==> src/rtl/plle2_drp_ctrl.sv <==
// plle2_drp_ctrl: run-time reconfiguration sequencer for a PLLE2_ADV via DRP.
// Each host entry becomes a read-modify-write of one DRP register while the
// PLL is held in reset. Reset is released after the last entry, and the
// sequence finishes once LOCKED returns.
// Optional build macro: PLLE2_DRP_CTRL_READBACK_EN adds a verify read after
// each write. A mismatch raises ERR_CODE 3.
module plle2_drp_ctrl #(
  parameter int RST_SETUP    = 4,
  parameter int DRDY_TIMEOUT = 64,
  parameter int LOCK_TIMEOUT = 65536
) (
  input  logic        CLK,
  input  logic        RSTN,
  input  logic        REQ_VALID,
  output logic        REQ_READY,
  input  logic [6:0]  REQ_ADDR,
  input  logic [15:0] REQ_MASK,
  input  logic [15:0] REQ_DATA,
  input  logic        REQ_LAST,
  output logic        BUSY,
  output logic        DONE,
  output logic        ERR,
  output logic [1:0]  ERR_CODE,
  output logic [6:0]  DADDR,
  output logic        DEN,
  output logic        DWE,
  output logic [15:0] DI,
  input  logic [15:0] DO,
  input  logic        DRDY,
  output logic        PLL_RST,
  input  logic        LOCKED
);

  localparam int DATA_W  = 16;
  localparam int T_MAX   = (LOCK_TIMEOUT > DRDY_TIMEOUT) ? LOCK_TIMEOUT : DRDY_TIMEOUT;
  localparam int CNT_MAX = (T_MAX > RST_SETUP) ? T_MAX : RST_SETUP;
  localparam int CNT_W   = $clog2(CNT_MAX + 1);
  localparam logic [CNT_W-1:0] SETUP_LAST = CNT_W'(RST_SETUP - 1);
  localparam logic [CNT_W-1:0] DRDY_LAST  = CNT_W'(DRDY_TIMEOUT - 1);
  localparam logic [CNT_W-1:0] LOCK_LAST  = CNT_W'(LOCK_TIMEOUT - 1);

  typedef enum logic [3:0] {
    IDLE, SETUP, RD, RD_WAIT, WR, WR_WAIT,
`ifdef PLLE2_DRP_CTRL_READBACK_EN
    VERIFY, VERIFY_WAIT,
`endif
    NEXT, LOCK_WAIT
  } state_t;

  // Bits with mask=1 keep the current register value; mask=0 bits take new data.
  function automatic logic [DATA_W-1:0] rmw_merge(input logic [DATA_W-1:0] old,
                                                  input logic [DATA_W-1:0] mask,
                                                  input logic [DATA_W-1:0] data);
    return (old & mask) | (data & ~mask);
  endfunction

  state_t             state, state_nxt;
  logic [CNT_W-1:0]   cnt;
  logic               accept, cnt_clr, cap_rd, fail, lock_ok;
  logic [1:0]         fail_code;
  logic [DATA_W-1:0]  mask_q, data_q;
  logic               last_q, rdy_q, busy_q, done_q, err_q, pll_rst_q;
  logic [1:0]         err_code_q;
  logic [6:0]         addr_q;
  logic [DATA_W-1:0]  di_q;

  assign REQ_READY = rdy_q;
  assign BUSY      = busy_q;
  assign DONE      = done_q;
  assign ERR       = err_q;
  assign ERR_CODE  = err_code_q;
  assign PLL_RST   = pll_rst_q;
  assign DADDR     = addr_q;
  assign DI        = di_q;
`ifdef PLLE2_DRP_CTRL_READBACK_EN
  assign DEN       = (state == RD) || (state == WR) || (state == VERIFY);
`else
  assign DEN       = (state == RD) || (state == WR);
`endif
  assign DWE       = (state == WR);

  // State register.
  always_ff @(posedge CLK or negedge RSTN) begin
    if (!RSTN) state <= IDLE;
    else       state <= state_nxt;
  end

  // Next-state decode and per-cycle control strobes.
  always_comb begin
    state_nxt = state;
    accept    = 1'b0;
    cnt_clr   = 1'b0;
    cap_rd    = 1'b0;
    fail      = 1'b0;
    fail_code = 2'd0;
    lock_ok   = 1'b0;
    unique case (state)
      IDLE: if (REQ_VALID && rdy_q) begin
        accept = 1'b1; cnt_clr = 1'b1; state_nxt = SETUP;
      end
      SETUP: if (cnt == SETUP_LAST) state_nxt = RD;
      RD: begin state_nxt = RD_WAIT; cnt_clr = 1'b1; end
      RD_WAIT: begin
        if (DRDY) begin cap_rd = 1'b1; state_nxt = WR; end
        else if (cnt == DRDY_LAST) begin fail = 1'b1; fail_code = 2'd1; end
      end
      WR: begin state_nxt = WR_WAIT; cnt_clr = 1'b1; end
      WR_WAIT: begin
        if (DRDY) begin
          cnt_clr = 1'b1;
`ifdef PLLE2_DRP_CTRL_READBACK_EN
          state_nxt = VERIFY;
`else
          state_nxt = last_q ? LOCK_WAIT : NEXT;
`endif
        end else if (cnt == DRDY_LAST) begin fail = 1'b1; fail_code = 2'd1; end
      end
`ifdef PLLE2_DRP_CTRL_READBACK_EN
      VERIFY: begin state_nxt = VERIFY_WAIT; cnt_clr = 1'b1; end
      VERIFY_WAIT: begin
        if (DRDY) begin
          cnt_clr = 1'b1;
          if (DO != di_q) begin fail = 1'b1; fail_code = 2'd3; end
          else state_nxt = last_q ? LOCK_WAIT : NEXT;
        end else if (cnt == DRDY_LAST) begin fail = 1'b1; fail_code = 2'd1; end
      end
`endif
      NEXT: if (REQ_VALID && rdy_q) begin accept = 1'b1; state_nxt = RD; end
      LOCK_WAIT: begin
        // The entry cycle (cnt==0) is skipped so a stale LOCKED cannot end the wait.
        if ((cnt != '0) && LOCKED) begin lock_ok = 1'b1; state_nxt = IDLE; end
        else if (cnt == LOCK_LAST) begin fail = 1'b1; fail_code = 2'd2; end
      end
      default: state_nxt = IDLE;
    endcase
    if (fail) state_nxt = IDLE;
  end

  // Shared cycle counter for setup, DRDY and lock timeouts.
  always_ff @(posedge CLK or negedge RSTN) begin
    if (!RSTN)        cnt <= '0;
    else if (cnt_clr) cnt <= '0;
    else              cnt <= cnt + 1'b1;
  end

  // Control outputs, status flags and DRP address/data registers.
  always_ff @(posedge CLK or negedge RSTN) begin
    if (!RSTN) begin
      rdy_q      <= 1'b0;
      busy_q     <= 1'b0;
      done_q     <= 1'b0;
      err_q      <= 1'b0;
      err_code_q <= 2'd0;
      pll_rst_q  <= 1'b0;
      last_q     <= 1'b0;
      addr_q     <= '0;
      di_q       <= '0;
    end else begin
      rdy_q  <= (state_nxt == IDLE) || (state_nxt == NEXT);
      done_q <= fail || lock_ok;
      if (accept) begin
        addr_q <= REQ_ADDR;
        last_q <= REQ_LAST;
      end
      if (accept && (state == IDLE)) begin
        busy_q     <= 1'b1;
        pll_rst_q  <= 1'b1;
        err_q      <= 1'b0;
        err_code_q <= 2'd0;
      end
      if (cap_rd) di_q <= rmw_merge(DO, mask_q, data_q);
      if ((state_nxt == LOCK_WAIT) && (state != LOCK_WAIT)) pll_rst_q <= 1'b0;
      if (lock_ok) busy_q <= 1'b0;
      if (fail) begin
        err_q      <= 1'b1;
        err_code_q <= fail_code;
        pll_rst_q  <= 1'b0;
        busy_q     <= 1'b0;
      end
    end
  end

  // Entry mask/data only matter once a read has returned, so they carry no reset.
  always_ff @(posedge CLK) begin
    if (accept) begin
      mask_q <= REQ_MASK;
      data_q <= REQ_DATA;
    end
  end

endmodule
==> config.mk <==
export PLATFORM = sky130hd
export DESIGN_NAME = plle2_drp_ctrl
export DESIGN_NICKNAME = d
export VERILOG_FILES = /design/src/rtl/plle2_drp_ctrl.sv
export SDC_FILE = /design/constraint.sdc
export NUM_CORES = 1
export LEC_CHECK = 0
export CORE_ASPECT_RATIO = 0.75
export CORE_MARGIN = 1.5
export CORE_UTILIZATION = 40
export DETAILED_ROUTE_END_ITERATION = 8
export PLACE_DENSITY = 0.7
export SLEW_MARGIN = 20
export SYNTH_ARGS = -nofsm -noshare
export SYNTH_HDL_FRONTEND = slang
export SYNTH_SLANG_ARGS = --single-unit
==> constraint.sdc <==
create_clock -name CLK -period 2 [get_ports CLK]
set_input_delay 0.3 -clock CLK [delete_from_list [all_inputs] [get_ports CLK]]
set_output_delay 0.3 -clock CLK [all_outputs]
set_load 0.01 [all_outputs]
Word level (Yosys, flattened, before mapping):

Cells that the tools add are included.

* add/subtract/negate cells: 1
* eq/ne operators: 13
* muxes and demuxes: 36
* bitwise operators: 4
* reductions and logical operators: 16

Operators by type and width (count)
* $and 16x16->16: 2
* $pmux 4 s8: 1
* $mux 4: 7
* $eq 4x3->1 const B: 6
* $mux 1: 20
* $add 17x1->17 const B: 1
* $eq 17x16->1 const B: 1
* $eq 17x2->1 const B: 1
* $eq 17x6->1 const B: 1
* $mux 17: 1
* $reduce_bool 17->1: 1
* $not 16->16: 1
* $or 16x16->16: 1
* $eq 4x2->1 const B: 2
* $logic_not 4->1: 2
* $mux 2: 4
* $reduce_bool 3->1: 2
* $reduce_or 2->1: 3
* $eq 4x1->1 const B: 1
* $logic_and 1x1->1: 4
* $ne 4x3->1 const B: 1
* $pmux 2 s2: 1
* $logic_or 1x1->1: 3
* $pmux 1 s3: 1
* 2 further kinds: 2

* bits in registers: 84
* bits of input ports: 61
* output and inout bits: 32
* logic and storage cells: 83

Depth between registers and ports, before layout:

Gate-level depths: netlist (run 1).

* depth in word-level cells: 9
* gate-level depth with buffers: 9
* mapped depth without buffers: 9

Worst setup path after synthesis (run 1):

No wires, ideal clock.

* path kind: register -> register
* from: register state[2]
* to: register data_q[0], enable pin
* arrival: 1.683 ns
* data required time: 1.613 ns
* path slack: -0.070 ns
* stages on the path, launching flop included: 5
* buffers on the path: 1
* period minus slack after synthesis: 2.070 ns
* cell sequence: dfrtp_1 > buf_2 > xnor2_1 > nand2_1 > inv_1

* longest elaborated chain between the ends: 3
* elaborated cells on any way between the ends: 4
* those cells by class: eq/ne (1); mux (1); reduce/logical (2)

Ends and longest elaborated chain
* from (decl): RTL line 57 `state_t state, state_nxt;`
* from (signal assigned): RTL line 85 `else state <= state_nxt;`
* $eq 4x3->1 / $logic_not 4->1 (equally long branches): RTL line 97 `unique case (state)`
* $reduce_or 2->1 (no source line) *
* $mux 1 *
* net accept: RTL line 59 `logic accept, cnt_clr, cap_rd, fail, lock_ok;`
* to (signal assigned): RTL line 187 `data_q <= REQ_DATA;`
* to (decl): RTL line 61 `logic [DATA_W-1:0] mask_q, data_q;`

The timed path passes the listed nets; every way through them passes the cells marked *.
A chain may end at the register's enable or synchronous reset.

Worst setup path in the final report (run 1):

* from: register cnt[8]
* to: register pll_rst_q, in the netlist PLL_RST

* longest elaborated chain between the ends: 9
* elaborated cells on any way between the ends: 19
* those cells by class: eq/ne (4); mux (11); reduce/logical (4)

Ends and longest elaborated chain
* from (decl): RTL line 58 `logic [CNT_W-1:0] cnt;`
* from (signal assigned): RTL line 143 `else cnt <= cnt + 1'b1;`
* $eq 17x16->1, or another cell as far along: RTL line 132 `else if (cnt == LOCK_LAST) begin fail = 1'b1; fail_code = 2'd2; end`
* $mux 1, or another cell as far along: RTL line 132
* $mux 1, or another cell as far along: RTL line 131 `if ((cnt != '0) && LOCKED) begin lock_ok = 1'b1; state_nxt = IDLE; end`
* $pmux 1 s2 / $pmux 4 s8 (equally long branches): RTL line 97
* $mux 4: RTL line 136 `if (fail) state_nxt = IDLE;`
* $eq 4x3->1: RTL line 172 `if ((state_nxt == LOCK_WAIT) && (state != LOCK_WAIT)) pll_rst_q <= 1'b0;`
* $logic_and 1x1->1: RTL line 172
* $mux 1: RTL line 172
* $mux 1: RTL line 174 `if (fail) begin`
* to (signal assigned): RTL line 167 `pll_rst_q <= 1'b1;`
* to (signal assigned): RTL line 172
* to (signal assigned): RTL line 177 `pll_rst_q <= 1'b0;`
* to (decl): RTL line 62 `logic last_q, rdy_q, busy_q, done_q, err_q, pll_rst_q;`

Parallel ways exist; a longest one is shown, timed or not.

==> out/metrics.cfg, run 1 <==
[run_status]
status = complete, no violations

[synth]
syn_area_um2 = 3520
ys.flop_type = dfrtp_1
ys_ff_latch = 84
async_flop_share_pct = 61.9
yosysUniqueCellTypes = 49
syn_avg_cell_area_um2 = 12.6
synth_enable_flop_cells = 32
synth_warnings = 0
netlist_instances = 279
ys_seq_area_share_pct = 64.2
syn_nets = 343

[setup_path]
crit_path_end_kind = flop
critPathMaxFanout = 4
startpoint_type = flop
worstSetupPathType = reg -> reg
cp.arrival_ps = 2180
crit_required_ps = 2230

[routing]
drt_iter0_drc = 116
drtAntennaViolNets = 0
vias_per_cell = 4.90
first_pass_iters = 4
wl_per_cell_um = 14.4
via_count = 2443
routed_wl_um = 7210
drc = 0

[global_routing]
antenna_found_initial = 0
grt_pass1_wl_um = 12300
grt_max_degree = 53
grt.total_usage_pct = 16.7
grt.busiest_layer = met2
use_met3_pct = 5.56
grtUsageMet2_pct = 25.4
grt_overflow_total = 0
grt.met1_usage_pct = 23.1
grt_pass1_vias = 2510

[floorplanning]
rows = 29
fp.dieH_um = 84.3
io_pins = 93
die_x_um = 111
die_area_um2 = 9390
core-area_um2 = 8490
start_util_pct = 41.5

[timing]
hold_viol_final = 0
holdWs_ps = 481
fin_crit_sh_pct = 97.5
setup_viol = 0
layout_min_cycle_time_ps = 1950
fin_skew_ps = 5.93
slew_viol_final = 0
max_freq_mhz = 513
rsz0062_at_grt = yes

[cells_and_area]
antenna_cells = 0
final_cell_mix = 89 x clkdlybuf4s50_1, 51 x dfrtp_1, 32 x edfxtp_1, 28 x nand2_1, 23 x nor2_1
finalNetCount = 450
final_common_cell = clkdlybuf4s50_1
drive_above_1_share_pct = 14.1
fillers = 708
area_growth_pct = 41.9
final_core_util_pct = 58.9

[job]
drv_cap = 0

[power_and_ir_drop]
power.static_leakage_nw = 2.06
powerDensity_nw_per_um2 = 855
ir_drop_mv = 0.625

[clock_tree]
clkSinkCount = 84
clockBufferDepth = 2
numCtsBuffers = 9
htree_num_levels = 3
path_clk_slew_ps = 60
cts_tree = built
clk_latency_ps = 330
root_buffer = clkbuf_16

[hold_path]
hold_path.class = reg -> reg

[placed_design]
dpl.hpwl_um = 5230
gp_congestion = 0.846
port_buffers = 92

final cells by class:
class,count,area [um^2],area share (%)
tap,108,135,2.70
sequential,84,2260,45.2
clock inverter,7,75.1,1.50
inverter,6,26.3,0.525
timing repair buffer,107,1060,21.2
multi-input combinational,178,1220,24.3
clock buffer,9,225,4.50
final timing paths:
kind / startpoint / end / slack (ps) / cells past startpoint
setup / recovery: cnt[8] / PLL_RST / 50 / 5
hold / removal: ERR / ERR / 480 / 2
setup reg to reg: cnt[8] / PLL_RST / 50 / 5
hold reg to reg: ERR / ERR / 480 / 2
max in group asynchronous: RSTN / state[1] / 1270 / 3
min in group asynchronous: RSTN / state[3] / 490 / 3
synth_stat cells, types with 3 or more instances:
cell | instances | share of area [%]
xor2_1 | 6 | 1.5
nand4_1 | 4 | 0.71
nor2_1 | 24 | 2.6
mux2_2 | 8 | 2.6
inv_1 | 6 | 0.64
o21ai_1 | 18 | 2.6
edfxtp_1 | 32 | 27
o21ai_0 | 3 | 0.43
or3_1 | 3 | 0.53
dfrtp_1 | 52 | 37
nand2_1 | 28 | 3.0
nand3_1 | 6 | 0.85
mux2i_1 | 16 | 4.5
nor3_1 | 6 | 0.85
ha_1 | 3 | 1.1
xnor2_1 | 9 | 2.2
nor2b_1 | 4 | 0.71
a21oi_1 | 3 | 0.43
buf_2 | 3 | 0.43
and3_1 | 4 | 0.71
clkbuf_1 | 7 | 0.75
state kept, by name (all words and copies together), names as in the netlist, 2 cells and up:
name and flops:
DI 16, mask_q 16, DADDR 7, data_q 16, ERR_CODE 2, cnt 17, state 4
timing repair:
action                                 in CTS  in global routing
pin swaps                                   0                  1
endpoints found under the hold margin      52                  0
resized for setup                           1                  7
setup buffers                               0                  1
hold buffers                                1                  0
setup endpoints to repair                   1                 11
where the power goes:
group	total (mW)	leakage [nW]	switching [mW]	internal (mW)
combinational	0.594	0.944	0.242	0.352
clock	1.66	0.138	0.683	0.973
sequential	2.03	0.980	0.0966	1.93
stage by stage:
stage	power (mW)	worst slack [ps]	setup TNS (ps)	std cells	area (um^2)
floorplan	2.31	64.6	0	279	3530
global placement	2.63	20.5	0	481	4660
detailed placement	2.64	-81.2	-103	481	4660
CTS	4.32	17.6	0	498	4970
global route	4.48	-54.3	-96.6	499	5000
finish	4.28	49.5	0	499	5000
critical path: stages (launching register included):
cell and delay, ps:
dfrtp_1 450, nor4_4 380, nand3_2 170, o21bai_1 170
or3b_1 400, a311oi_1 290
metal layers:
metal  up-vias  part of all wire (%)
met3         9                   5.8
met5         -                     0
met2        68                    46
met4         0                   1.2
met1      1156                    47
li1       1210                     -
logic make-up (layout without fill, tap and decap cells):
family / count (synthesis) / in the layout / synth area share, %
simple gates: 95 / 95 / 14.5
flops: 84 / 84 / 64.2
compound gates: 40 / 40 / 7.38
mux: 24 / 24 / 7.10
buf+inv: 17 / 129 / 1.92
xor+xnor: 15 / 15 / 3.73
fa+ha+maj: 3 / 3 / 1.07
other cells: 1 / 1 / 0.106
No activity file was read; power rests on OpenSTA's default activity.
==> run 2: changes to the inputs <==
- CELL_PAD_IN_SITES_DETAIL_PLACEMENT: unset -> 0
- CELL_PAD_IN_SITES_GLOBAL_PLACEMENT: unset -> 2
- CORE_UTILIZATION: 40 -> 28
- PLACE_DENSITY: 0.7 -> unset
- PLACE_DENSITY_LB_ADDON: unset -> 0.1
- clock period: 2 -> 1.7 ns (I/O delays scaled with it)
==> run 2 against run 1 <==
The run now ends with negative setup slack left; first-iteration DRC count decreased by 45%; sequential cell count did not move; sequential power up 17%; design area grew 14%; power grew 26%; utilization is 13 points lower; critical path type unchanged; largest cell class unchanged.
==> out/metrics.cfg, run 2 (synthesized netlist as in run 1, its figures left out) <==
[run_status]
status = finished with violations
violations = negative setup slack

[global_routing]
grt_pass1_vias = 2611  ; +4.0%
grt_pass1_wl_um = 13600  ; +11%
grt.total_usage_pct = 13.4  ; -3.4 points
antenna_found_initial = 0  ; unchanged
grt_max_degree = 33  ; -38%
grt_overflow_total = 0  ; unchanged

[timing]
slew_viol_final = 0  ; unchanged
fin_crit_sh_pct = 107  ; +9.9 points
layout_min_cycle_time_ps = 1830  ; -125 ps
fin_skew_ps = 5.77  ; -0.156 ps
max_freq_mhz = 548  ; +6.8%
hold_viol_final = 0  ; unchanged
fin_ws_ps = -125  ; -175 ps
setup_viol = 7  ; +7
rsz0062_at_grt = yes
holdWs_ps = 379  ; -101 ps

[routing]
vias_per_cell = 4.24  ; -13%
via_count = 2563  ; +4.9%
drc = 0  ; unchanged
drt_iter0_drc = 64  ; -45%
first_pass_iters = 4  ; unchanged
routed_wl_um = 8510  ; +18%
drtAntennaViolNets = 0  ; unchanged
wl_per_cell_um = 14.1  ; -2.7%

[setup_path]
crit_buf_inv = 0  ; unchanged
cp.depth = 5  ; unchanged
slowest_delay_ps = 450  ; about the same
timing.critical_path.cells = nand2b_1 > or3_4 > o32ai_4 > o21a_1 > o31ai_4
crit_family = compound AO/OA/AOI/OAI gates
reg2reg_depth = 5  ; unchanged
critPathMaxFanout = 7  ; +3
crit_path_end_kind = flop
r2r-end = REQ_READY
startpoint_type = flop
r2r-start = state[3]
crit_slowest_cell = dfrtp_1
cp.arrival_ps = 2040  ; -140 ps
crit_required_ps = 1920  ; -310 ps
worstSetupPathType = reg -> reg
reg2reg_setup_slack_ps = -130  ; -170 ps

[placed_design]
port_buffers = 92  ; unchanged
gp_congestion = 0.707  ; -16%
dpl.hpwl_um = 6200  ; +19%

[floorplanning]
start_util_pct = 28.7  ; -13 points
fp.dieH_um = 100  ; +19%
die_area_um2 = 13300  ; +41%
core-area_um2 = 12300  ; +44%
rows = 35  ; +21%
die_x_um = 133  ; +19%
io_pins = 93  ; unchanged

[cells_and_area]
final_common_cell = clkdlybuf4s50_1
final_cell_mix = 89 x clkdlybuf4s50_1, 53 x buf_4, 46 x dfrtp_1, 32 x edfxtp_1, 26 x nand2_1
largest_reg_flops = 17  ; unchanged
fillers = 1123  ; +59%
final_core_util_pct = 46.3  ; -13 points
antenna_cells = 0  ; unchanged
finalNetCount = 498  ; +11%
regMostFlops = cnt
register_area_um2 = 2270  ; +0.28%
drive_above_1_share_pct = 29.8  ; +16 points
multi_input_area_um2 = 1420  ; +17%
area_growth_pct = 61.1

[power_and_ir_drop]
fin_total_pwr_mw = 5.40  ; +26%
power.static_leakage_nw = 2.29  ; +11%
p_int_mw = 4.05  ; +24%
clockPowerShare_pct = 36.6  ; -2.1 points
swShare_pct = 25.0  ; +1.1 points
p_sw_mw = 1.35  ; +32%
ir_drop_mv = 0.727  ; +16%
powerDensity_nw_per_um2 = 951  ; +11%
combPwrFrac_pct = 19.3  ; +5.4 points
p_seq_share_pct = 44.0  ; -3.4 points

[job]
drv_cap = 0  ; unchanged

[clock_tree]
cts_tree = built
numCtsBuffers = 9  ; unchanged
htree_num_levels = 3  ; unchanged
clk_latency_ps = 330  ; about the same
clkSinkCount = 84  ; unchanged
path_clk_slew_ps = 70  ; about the same
clockBufferDepth = 2  ; unchanged
root_buffer = clkbuf_16

[hold_path]
hold_path.class = in -> async

## run 2: changes by cell type in the layout (fill, tap and decap cells not counted), sizes merged
| cell | change |
|---|---|
| clkdlybuf4s15 | +1 |
| dlymetal6s2s | -2 |
| clkbuf | +1 |
| buf | +48 |
## run 2: worst max-delay path by stage
stage | startpoint | to | slack (ps)
6_report | state[3] | REQ_READY | -130
5_1_grt | cnt[0] | state[0] | -250
4_1_cts | cnt[14] | PLL_RST | -170
3_5_place_dp | DRDY | PLL_RST | -280
3_3_place_gp | DRDY | PLL_RST | -230
2_1_floorplan | cnt[0] | PLL_RST | -40
## run 2: final cells by class
type	instances	share of cell area (%)
clock buffers	9	3.97
clock inverters	7	1.30
inverters	6	0.463
multi-input cells	178	25.0
flip-flops and latches	84	40.0
well taps	166	3.66
repair buffers	155	25.7
## run 2: timing repair
| action | CTS | global route |
|---|---|---|
| gates resized for setup | 20 | 23 |
| buffers inserted | 2 | 8 |
| pin swaps | 11 | 23 |
| hold buffers | 1 | 0 |
| endpoints found under the setup margin | 48 | 30 |
| endpoints found under the hold margin | 12 | 0 |
## run 2: power groups by stage
| stage | Sequential [mW] | Combinational [mW] | Clock, mW |
|---|---|---|---|
| 2_1_floorplan | 2.44 | 0.301 | 0 |
| 4_1_cts | 2.37 | 0.963 | 2.05 |
| 3_5_place_dp | 2.40 | 0.911 | 0 |
| 3_3_place_gp | 2.39 | 0.904 | 0 |
| 6_report | 2.38 | 1.05 | 1.98 |
| 5_1_grt | 2.39 | 1.13 | 2.14 |
## run 2: per-layer routing
layer / routed length, um / global-route usage [%]
met1: 3970 / 17.6
met2: 3990 / 21.1
met3: 454 / 4.55
met4: 93 / 3.80
met5: 0 / 0
## run 2: stage by stage
stage / area (um^2) / instances / setup TNS (ps) / setup slack (ps)
CTS: 5510 / 597 / -804 / -168
global route: 5680 / 605 / -2000 / -252
finish: 5680 / 605 / -560 / -125
floorplan: 3600 / 279 / -40.1 / -40.1
detailed placement: 5120 / 578 / -11980 / -280
global placement: 5120 / 578 / -11030 / -232
==> run 3: changes to the inputs <==
- MAX_ROUTING_LAYER: unset -> met4
==> run 3 against run 2 <==
The run still ends with negative setup slack left; die area is the same; critical endpoint unchanged; fmax about the same; register-to-register slack barely moved; global-route usage up 0.41 points; non-clock buffer count unchanged.
==> out/metrics.cfg, run 3 (synthesized netlist as in run 1, its figures left out) <==
[run_status]
status = finished with violations
violations = negative setup slack

[global_routing]
grt.met1_usage_pct = 17.9  ; +0.29 points
grt_max_degree = 33  ; unchanged
grt.busiest_layer = met2
grt_pass1_wl_um = 13600  ; -0.10%
grtUsageMet2_pct = 21.1  ; unchanged
antenna_found_initial = 0  ; unchanged
grt_overflow_total = 0  ; unchanged
grt_pass1_vias = 2614  ; +0.11%
grt.total_usage_pct = 13.8  ; +0.41 points
use_met3_pct = 4.09  ; -0.45 points

[routing]
vias_per_cell = 4.23  ; about the same
first_pass_iters = 4  ; unchanged
routed_wl_um = 8510  ; about the same
drt_iter0_drc = 67  ; +4.7%
via_count = 2562  ; -0.039%
wl_per_cell_um = 14.1  ; about the same
drtAntennaViolNets = 0  ; unchanged
drc = 0  ; unchanged

[floorplanning]
start_util_pct = 28.7  ; unchanged
die_area_um2 = 13300  ; unchanged
rows = 35  ; unchanged
io_pins = 93  ; unchanged
die_x_um = 133  ; unchanged
fp.dieH_um = 100  ; unchanged
core-area_um2 = 12300  ; unchanged

[cells_and_area]
drive_above_1_share_pct = 29.8  ; unchanged
antenna_cells = 0  ; unchanged
final_common_cell = clkdlybuf4s50_1
final_core_util_pct = 46.3  ; unchanged
largest_reg_flops = 17  ; unchanged
area_growth_pct = 61.1  ; unchanged
final_cell_mix = 89 x clkdlybuf4s50_1, 53 x buf_4, 46 x dfrtp_1, 32 x edfxtp_1, 26 x nand2_1
layoutNonFillerInstCount = 605  ; unchanged
regMostFlops = cnt
finalNetCount = 498  ; unchanged

[power_and_ir_drop]
p_seq_share_pct = 44.0  ; about the same
clockPowerShare_pct = 36.6  ; about the same
combPwrFrac_pct = 19.4  ; about the same
p_int_mw = 4.05  ; about the same
ir_drop_mv = 0.727  ; about the same
swShare_pct = 25.0  ; about the same
powerDensity_nw_per_um2 = 951  ; about the same
p_sw_mw = 1.35  ; about the same
power.static_leakage_nw = 2.29  ; unchanged

[timing]
fin_skew_ps = 5.56  ; -0.206 ps
layout_min_cycle_time_ps = 1830  ; -0.185 ps
setup_viol = 7  ; unchanged
fin_crit_sh_pct = 107  ; about the same
max_freq_mhz = 548  ; about the same
hold_viol_final = 0  ; unchanged
fin_ws_ps = -125  ; +0.185 ps
rsz0062_at_grt = yes
slew_viol_final = 0  ; unchanged

[clock_tree]
htree_num_levels = 3  ; unchanged
numCtsBuffers = 9  ; unchanged
path_clk_slew_ps = 70  ; about the same
clockBufferDepth = 2  ; unchanged
root_buffer = clkbuf_16
cts_tree = built
clk_latency_ps = 330  ; about the same
clkSinkCount = 84  ; unchanged

[setup_path]
worstSetupPathType = reg -> reg
critPathMaxFanout = 7  ; unchanged
crit_path_end_kind = flop
startpoint_type = flop
slowest_delay_ps = 450  ; about the same
crit_required_ps = 1920  ; about the same
cp.arrival_ps = 2040  ; about the same
crit_slowest_cell = dfrtp_1
timing.critical_path.cells = nand2b_1 > or3_4 > o32ai_4 > o21a_1 > o31ai_4

[placed_design]
port_buffers = 92  ; unchanged
dp.cells = 578  ; unchanged
gp_congestion = 0.715  ; +1.1%
dpl.hpwl_um = 6200  ; unchanged

[hold_path]
hold_path.class = in -> async

[job]
drv_cap = 0  ; unchanged

[run 3: cell counts in the layout (fill, tap and decap cells not counted)]
Identical to the previous run, type by type.
[run 3: path summary, 6_finish.rpt]
kind | from | endpoint | slack (ps) | cells past startpoint
worst max register to register | state[3] | REQ_READY | -130 | 5
worst max-delay path | state[3] | REQ_READY | -130 | 5
worst min-delay path | RSTN | DI[13] | 380 | 2
min in group CLK | REQ_DATA[12] | data_q[12] | 470 | 1
worst min register to register | ERR | ERR | 470 | 2
max in group asynchronous | RSTN | state[0] | 710 | 3
[run 3: per-layer routing]
layer | vias to the layer above | wire [um] | part of all wire (%)
li1 | 1299 | - | -
met1 | 1200 | 4040 | 47
met2 | 56 | 4000 | 47
met3 | 7 | 391 | 4.6
met4 | 0 | 79 | 0.93
met5 | - | 0 | 0
[run 3: critical path: cells and delay by family, from the launching register on]
family,cells,cell delay (ps)
AND/OR/NAND/NOR,2,570
flip-flops,1,450
AO/OA/AOI/OAI,3,680
[run 3: stage by stage]
| step | setup slack [ps] | power (mW) | TNS [ps] | cell area, um^2 | hold WS (ps) |
|---|---|---|---|---|---|
| 2_1_floorplan | -40.1 | 2.74 | -40.1 | 3600 | -40.6 |
| 3_3_place_gp | -232 | 3.30 | -11030 | 5120 | 199 |
| 3_5_place_dp | -280 | 3.31 | -11980 | 5120 | 203 |
| 4_1_cts | -168 | 5.38 | -804 | 5510 | 404 |
| 5_1_grt | -252 | 5.67 | -2000 | 5680 | 426 |
| 6_report | -125 | 5.40 | -555 | 5680 | 380 |
[run 3: cell type report]
cell class / count / area, um^2
timing repair buffer: 155 / 1460
fill: 1123 / 6580
clock buffer: 9 / 225
sequential: 84 / 2270
multi-input combinational: 178 / 1420
inverter: 6 / 26.3
tap: 166 / 208
clock inverter: 7 / 73.8
[run 3: power by group through the flow]
| stage | registers (mW) | logic (mW) | clock network [mW] |
|---|---|---|---|
| CTS | 2.37 | 0.963 | 2.05 |
| floorplan | 2.44 | 0.301 | 0 |
| global placement | 2.39 | 0.904 | 0 |
| detailed placement | 2.40 | 0.911 | 0 |
| finish | 2.38 | 1.05 | 1.98 |
| global route | 2.39 | 1.13 | 2.14 |
[run 3: timing repair]
action | 4_1_cts | 5_1_grt
gates resized for setup | 20 | 23
buffers inserted | 2 | 8
gates cloned | 0 | 0
hold buffers | 1 | 0
setup endpoints to repair | 48 | 30
pin swaps | 11 | 23
endpoints found under the hold margin | 12 | 0
